<file path="config.mk">
export PLATFORM = sky130hd
export DESIGN_NAME = microsequencer
export DESIGN_NICKNAME = d
export VERILOG_FILES = /design/src/rtl/ctrl_pkg.sv /design/src/rtl/dispatch_encoder.sv /design/src/rtl/microsequencer.sv
export SDC_FILE = /design/constraint.sdc
export NUM_CORES = 1
export LEC_CHECK = 0
export ABC_AREA = 1
export CORE_UTILIZATION = 50
export DETAILED_ROUTE_END_ITERATION = 10
export GPL_TIMING_DRIVEN = 1
export PLACE_DENSITY = 0.78
export SLEW_MARGIN = 0
export SYNTH_ARGS = -nofsm -noshare
export SYNTH_HDL_FRONTEND = slang
export SYNTH_HIERARCHICAL = 1
export SYNTH_SLANG_ARGS = --single-unit
</file>
<file path="constraint.sdc">
create_clock -name clk -period 2.9 [get_ports clk]
set_clock_uncertainty 0.2 [all_clocks]
set_input_delay 0.29 -clock clk [delete_from_list [all_inputs] [get_ports clk]]
set_output_delay 0.29 -clock clk [all_outputs]
set_load 0.05 [all_outputs]
</file>
<file path="src/rtl/ctrl_pkg.sv">
// Shared constants for the microprogrammed control unit: sequencing codes,
// condition selects, opcodes and dispatch targets (also used by microstore generation).
package ctrl_pkg;

  localparam int SW_DEFAULT          = 7;
  localparam int MOC_TIMEOUT_DEFAULT = 16;

  localparam logic [2:0] NS_DISPATCH = 3'b000;
  localparam logic [2:0] NS_FETCH    = 3'b001;
  localparam logic [2:0] NS_JUMP     = 3'b010;
  localparam logic [2:0] NS_INC      = 3'b011;
  localparam logic [2:0] NS_BRANCH   = 3'b100;
  localparam logic [2:0] NS_HOLD     = 3'b101;
  localparam logic [2:0] NS_CALL     = 3'b110;
  localparam logic [2:0] NS_RETURN   = 3'b111;

  localparam logic [1:0] CS_MOC   = 2'b00;
  localparam logic [1:0] CS_ALU_Z = 2'b01;
  localparam logic [1:0] CS_ALU_N = 2'b10;
  localparam logic [1:0] CS_ONE   = 2'b11;

  localparam logic [5:0] OP_RTYPE = 6'h00;
  localparam logic [5:0] OP_LW    = 6'h23;
  localparam logic [5:0] OP_SW    = 6'h2B;
  localparam logic [5:0] OP_BEQ   = 6'h04;
  localparam logic [5:0] OP_ADDI  = 6'h08;
  localparam logic [5:0] OP_LUI   = 6'h0F;
  localparam logic [5:0] OP_J     = 6'h02;

  localparam logic [6:0] ST_RTYPE = 7'd6;
  localparam logic [6:0] ST_LW    = 7'd7;
  localparam logic [6:0] ST_SW    = 7'd13;
  localparam logic [6:0] ST_BEQ   = 7'd11;
  localparam logic [6:0] ST_ADDI  = 7'd16;
  localparam logic [6:0] ST_LUI   = 7'd18;
  localparam logic [6:0] ST_J     = 7'd12;

endpackage

</file>
<file path="src/rtl/dispatch_encoder.sv">
// Combinational opcode-to-microstate decoder; anything unrecognised lands on ILLEGAL_ST.
module dispatch_encoder
  import ctrl_pkg::*;
#(
  parameter int             SW         = SW_DEFAULT,
  parameter logic [SW-1:0]  ILLEGAL_ST = '0
) (
  input  logic [5:0]    opcode,
  output logic [SW-1:0] target
);

  always_comb begin
    target = ILLEGAL_ST;
    case (opcode)
      OP_RTYPE: target = SW'(ST_RTYPE);
      OP_LW:    target = SW'(ST_LW);
      OP_SW:    target = SW'(ST_SW);
      OP_BEQ:   target = SW'(ST_BEQ);
      OP_ADDI:  target = SW'(ST_ADDI);
      OP_LUI:   target = SW'(ST_LUI);
      OP_J:     target = SW'(ST_J);
      default:  target = ILLEGAL_ST;
    endcase
  end

endmodule

</file>
<file path="src/rtl/microsequencer.sv">
// Microsequencer: state register, 1-deep call/return, condition mux and
// next-state selection, plus a watchdog that traps stuck memory waits.
module microsequencer
  import ctrl_pkg::*;
#(
  parameter int            SW          = SW_DEFAULT,
  parameter int            MOC_TIMEOUT = MOC_TIMEOUT_DEFAULT,
  parameter logic [SW-1:0] FETCH_STATE = SW'(1),
  parameter logic [SW-1:0] TRAP_STATE  = SW'(0),
  parameter logic [SW-1:0] ILLEGAL_ST  = SW'(0)
) (
  input  logic          clk,
  input  logic          reset,
  input  logic [2:0]    next_sel,
  input  logic          inv,
  input  logic [1:0]    cond_sel,
  input  logic [SW-1:0] cr_addr,
  input  logic [5:0]    opcode,
  input  logic          moc,
  input  logic          alu_z,
  input  logic          alu_n,
  output logic [SW-1:0] state,
  output logic          bus_err
);

  localparam int CW = $clog2(MOC_TIMEOUT + 1);

  logic [SW-1:0] ret_reg;
  logic [SW-1:0] ret_next;
  logic [SW-1:0] inc;
  logic [SW-1:0] dispatch_state;
  logic [SW-1:0] next_state;
  logic [CW-1:0] to_cnt;
  logic [CW-1:0] to_cnt_next;
  logic          cond_raw;
  logic          c;
  logic          moc_hold;
  logic          trap;

  dispatch_encoder #(
    .SW         (SW),
    .ILLEGAL_ST (ILLEGAL_ST)
  ) u_dispatch (
    .opcode (opcode),
    .target (dispatch_state)
  );

  always_comb begin
    cond_raw = 1'b1;
    case (cond_sel)
      CS_MOC:   cond_raw = moc;
      CS_ALU_Z: cond_raw = alu_z;
      CS_ALU_N: cond_raw = alu_n;
      default:  cond_raw = 1'b1;
    endcase
  end

  assign c        = cond_raw ^ inv;
  assign inc      = state + SW'(1);
  assign moc_hold = (next_sel == NS_HOLD) && (cond_sel == CS_MOC) && c;
  assign trap     = moc_hold && (to_cnt == CW'(MOC_TIMEOUT - 1));

  // Trap wins over the hold; the counter only survives consecutive MOC-hold cycles.
  always_comb begin
    next_state  = state;
    ret_next    = ret_reg;
    to_cnt_next = '0;
    case (next_sel)
      NS_DISPATCH: next_state = dispatch_state;
      NS_FETCH:    next_state = FETCH_STATE;
      NS_JUMP:     next_state = cr_addr;
      NS_INC:      next_state = inc;
      NS_BRANCH:   next_state = c ? cr_addr : inc;
      NS_HOLD:     next_state = c ? state : inc;
      NS_CALL: begin
        next_state = cr_addr;
        ret_next   = inc;
      end
      NS_RETURN:   next_state = ret_reg;
      default:     next_state = FETCH_STATE;
    endcase
    if (trap) begin
      next_state  = TRAP_STATE;
      to_cnt_next = '0;
    end else if (moc_hold) begin
      to_cnt_next = to_cnt + CW'(1);
    end
  end

  always_ff @(posedge clk) begin
    if (reset) begin
      state   <= '0;
      ret_reg <= FETCH_STATE;
      to_cnt  <= '0;
      bus_err <= 1'b0;
    end else begin
      state   <= next_state;
      ret_reg <= ret_next;
      to_cnt  <= to_cnt_next;
      bus_err <= trap;
    end
  end

endmodule

</file>
* Word level (Yosys, flattened, before mapping)
Cells that the tools add are included.
Cells by class: add/subtract/negate cells 2, bitwise operators 2, mux-type cells 5, eq/ne operators 17, reduce and logical (&&, ||, !) cells 9
Operator list (count):
- case mux 7 bit (7 select lines) | 1
- case mux 5 bit (7 select lines) | 1
- two-way mux 7 bit | 2
- equality test 3 bit, second input constant | 4
- equality test 6 x 4 -> 1 bit, second input constant | 2
- equality test 6 bit, second input constant | 2
- adder 7 x 1 -> 7 bit, second input constant | 1
- equality test 3 x 2 -> 1 bit, second input constant | 2
- equality test 6 x 2 -> 1 bit, second input constant | 1
- equality test 6 x 3 -> 1 bit, second input constant | 1
- zero test 6 bit | 1
- adder 5 x 1 -> 5 bit, second input constant | 1
- equality test 5 x 4 -> 1 bit, second input constant | 1
- OR reduction 2 bit | 2
- equality test 3 x 1 -> 1 bit, second input constant | 1
- logical AND 1 bit | 3
- zero test 3 bit | 1
- case mux 1 bit (3 select lines) | 1
- OR reduction 3 bit | 1
- equality test 2 x 1 -> 1 bit, second input constant | 1
- equality test 2 bit, second input constant | 1
- zero test 2 bit | 1
- inequality test 2 bit, second input constant | 1
- NOT 1 bit | 1
- XOR 1 bit | 1
Storage, ports and cells: word-level logic and storage cells 39, input port bits 24, output and inout port bits 8, register bits after elaboration 20

* Depth between registers and ports, before layout
depth in word-level cells 6, depth in mapped cells 11, depth with buffers taken out 11

* Modules after synthesis
The synthesis kept the hierarchy.
By module, submodules not included:
- microsequencer | area an instance 1471.4 µm², cells each 232, seq. area each 400.4 µm², instances 1
- dispatch_encoder | area an instance 158.9 µm², cells each 33, seq. area each 0.0 µm², instances 1

* Worst setup path after synthesis
OpenSTA, ideal clock, no wires.
kind register to register, start point register state[2], end point register state[5], library setup time 111 ps, data required time 2589 ps, cell stages (with the launch flop) 11, buffers on the path 1, path slack 1005 ps, arrival time 1583 ps, clock period less this slack 1895 ps, path through dfxtp_1 > clkbuf_2 > nand2_1 > nor2_1 > nand3_1 > nand3_1 > nand2_1 > nor2_1 > nand3_1 > nor2_1 > nor2_1
On the way: longest elaborated chain between the ends 3, elaborated cells between the ends (all ways) 4, those cells by class 1 x add/sub; 3 x mux
RTL lines:
- start: declaration | line microsequencer.sv:22 | output logic [SW-1:0] state,
- start signal: assignment | line microsequencer.sv:97 | state <= next_state;
- adder 7 x 1 -> 7 bit (*) | line microsequencer.sv:59 | assign inc = state + SW'(1);
- two-way mux 7 bit (on tied branches) | line microsequencer.sv:74, microsequencer.sv:73
- case mux 7 bit (7 select lines) (*) | line microsequencer.sv:68 | case (next_sel)
Mark *: on every way between the ends. The rest lies on a longest branch, timed or not. The select of a mux whose other input is x is not followed. A chain may end at the register's enable or synchronous reset.

* Worst setup path after layout
start point register state[0], end point output port state[0]
No word-level cell between the ends.

==> flow_summary_export.csv <==
group,metric,value,unit
synthesis,synthCells,265,
placed_design,place_congestion,0.9653,
power,p_per_area,383.0,nW/um2
synthesis,yosysMostFrequentCell,"nand2_1",
layout,instances_no_fill,339,
synthesis,yosys.area.top_type,"dfxtp_1",
clock_network,cts_tree,"built",
synthesis,synth_area,1630,um2
floorplanning,ios,32,
clock_network,clock-sinks,20,
power,total_power,0.7697,mW
global_route,antenna_found_initial,0,
setup_path,cp_slowest_stage_delay,0.86,ns
synthesis,syn_avg_cell_area,6.152,um2
synthesis,synth_edf_count,0,
synthesis,synth_xor_area_share,1.612,%
clock_network,clock_tree.root_cell,"clkbuf_4",
power,pwr-share-comb,30.2,%
floorplanning,die_x,59.10,um
synthesis,synth_flop_cell,"dfxtp_1",
floorplanning,die-area,3493,um2
setup_path,crit_chain,"clkdlybuf4s50_1",
power,cell_internal_pwr,0.5173,mW
sta,final.period_utilization,74.99,%
clock_network,insertion_delay,0.31,ns
synthesis,synth_compound_area_share,8.058,%
drt,ant_nets,0,
drt,viasPerCell,5.012,
setup_path,slowest_stage,"clkdlybuf4s50_1",
floorplanning,fp-row-count,20,
global_route,grt_pass1_vias,1443,
drt,wl_per_cell,11.06,um
setup_path,critical-path-top-delay-family,"buffers and inverters",
floorplanning,die_y,59.10,um
power,peakVddDrop,177.5,uV
outcome,outcome,"completed",
sta,finalSetupTns,0,ns
sta,slew_headroom,55.24,%
sta,finalSetupViolations,0,
power,leakage,0.9477,nW
drt,drc_errors,0,
sta,timing_max_transition_violations_final,0,
setup_path,end_kind,"output pin",
setup_path,start_kind,"flop",
clock_network,cts_resized,0,
worst_hold_path,hold_class,"reg -> reg",
clock_network,cts_setup_buffers,0,
synthesis,async_flop_share,0,%
synthesis,synth_top_family_by_area,"simple AND/OR/NAND/NOR gates",
global_route,gr-total-overflow,0,
setup_path,cp.required,2.41,ns
synthesis,synth_common_cells,"nand2_1 (67), nand3_1 (47), inv_1 (41)",
placed_design,hpwl,3094,um
clock_network,htree_levels,1,
drt,firstDrtPassIters,4,
layout,area_growth,23.25,%
sta,rsz0062_at_grt,"false",
setup_path,critPathBufInv,1,
setup_path,cp.arrival,1.68,ns
floorplanning,initial_utilization,52.97,%
clock_network,clk_pin_slew_worst_paths,0.12,ns
power,pwr-share-clk,30.0,%
synthesis,synth_area_leaders,"dfxtp_1 (25%), nand2_1 (15%), nand3_1 (14%), inv_1 (9.4%), nor2_1 (5.8%)",
synthesis,ys_seq_elements,20,
clock_network,ctsHoldBuffers,0,
run,maxCapViolCount,0,
synthesis,synthAdderAreaFrac,2.302,%
synthesis,yosys_warnings,6,
drt,vias,1699,
global_route,grt_util_all_layers,22.90,%
setup_path,crit_fanout,8,
synthesis,synthMuxAreaShare,0,%
power,p_sw,0.2523,mW
layout,nNetsFinal,323,
clock_network,numCtsBuffers,3,
drt,first_iter_violations,79,
placed_design,io_buffers,31,
synthesis,synth-seq-area-share,24.56,%
layout,antennaDiodeCount,0,
synthesis,synth.top_cell.area_share,24.56,%
floorplanning,coreArea,3078,um2
sta,min_period,2.175,ns
sta,worst_slew_pin_slew,0.6689,ns
sta,max_clock_freq,0.4598,GHz
power,swShare,32.78,%
synthesis,synthDistinctLibCells,30,
synthesis,synth-simple-area-share,50.50,%
global_route,grt_pass1_wl,6099,um
global_route,grt_max_degree,15,
sta,finalHoldViolCount,0,
clock_network,cts_max_path_buffers,2,
placed_design,dpl.cell_count,335,
drt,finalWirelength,3748,um
layout,drive_gt1_share,9.153,%
setup_path,critPathKind,"reg -> out",
power,p_seq_share,39.7,%
final cells by class:
cell class	instances	area, um2
sequential	20	400.4
clock buffer	3	22.52
fill	305	1069
multi-input combinational	197	1026
tap	44	55.05
timing repair buffer	32	317.8
clock inverter	1	30.03
inverter	42	157.7
final timing paths:
kind              startpoint   endpoint  slack [ns]  cells after the start
setup / recovery    state[0]   state[0]        0.73                      1
hold / removal     to_cnt[0]  to_cnt[0]        0.26                      1
setup reg to reg    state[0]   state[2]        1.01                      8
hold reg to reg    to_cnt[0]  to_cnt[0]        0.26                      1
power by group through the flow:
| stage | Clock (mW) | Combinational, mW | Sequential, mW |
|---|---|---|---|
| 2_1_floorplan | 0 | 0.123 | 0.336 |
| 3_3_place_gp | 0 | 0.230 | 0.312 |
| 3_5_place_dp | 0 | 0.231 | 0.312 |
| 4_1_cts | 0.235 | 0.232 | 0.305 |
| 5_1_grt | 0.245 | 0.255 | 0.308 |
| 6_report | 0.231 | 0.233 | 0.306 |
metal layers:
| layer | wire length [um] | up-vias | share of wire [%] | GRT usage [%] |
|---|---|---|---|---|
| met5 | 0 | - | 0 | 0 |
| met4 | 54 | 0 | 1.4 | 8.503 |
| met3 | 239 | 6 | 6.4 | 3.493 |
| met2 | 1812 | 65 | 48 | 38.96 |
| met1 | 1641 | 726 | 44 | 29.14 |
| li1 | - | 902 | - | - |
cells in the final DEF (no fill, tap or decap), drive strengths merged:
| cell | count |
|---|---|
| nand2 | 76 |
| nand3 | 51 |
| inv | 42 |
| clkdlybuf4s50 | 31 |
| nor2 | 30 |
| dfxtp | 20 |
| a21oi | 12 |
| o21ai | 9 |
| nor3 | 4 |
| o211ai | 3 |
| ha | 3 |
| clkbuf | 3 |
| nand4 | 3 |
| xor2 | 2 |
| conb | 2 |
| and3 | 1 |
| xnor2 | 1 |
| bufinv | 1 |
| buf | 1 |
cell families after synthesis:
family,Yosys count
AND/OR/NAND/NOR,165
XOR/XNOR,3
adder cells (fa/ha/maj),3
buffers and inverters,49
other,1
flip-flops,20
AO/OA/AOI/OAI,24
through the flow:
stage | setup WS (ns) | cell area [um2] | utilization [%] | hold WS [ns]
floorplan | 1.005 | 1634 | - | 0.1624
global placement | 0.7303 | 1957 | 63.58 | 0.2298
detailed placement | 0.6558 | 1957 | 63.58 | 0.2418
CTS | 0.7243 | 2009 | 65.28 | 0.2620
global route | 0.6685 | 2009 | 65.28 | 0.2722
finish | 0.7252 | 2009 | 65.28 | 0.2589
Note: power is estimated with default switching activity, not from simulation.
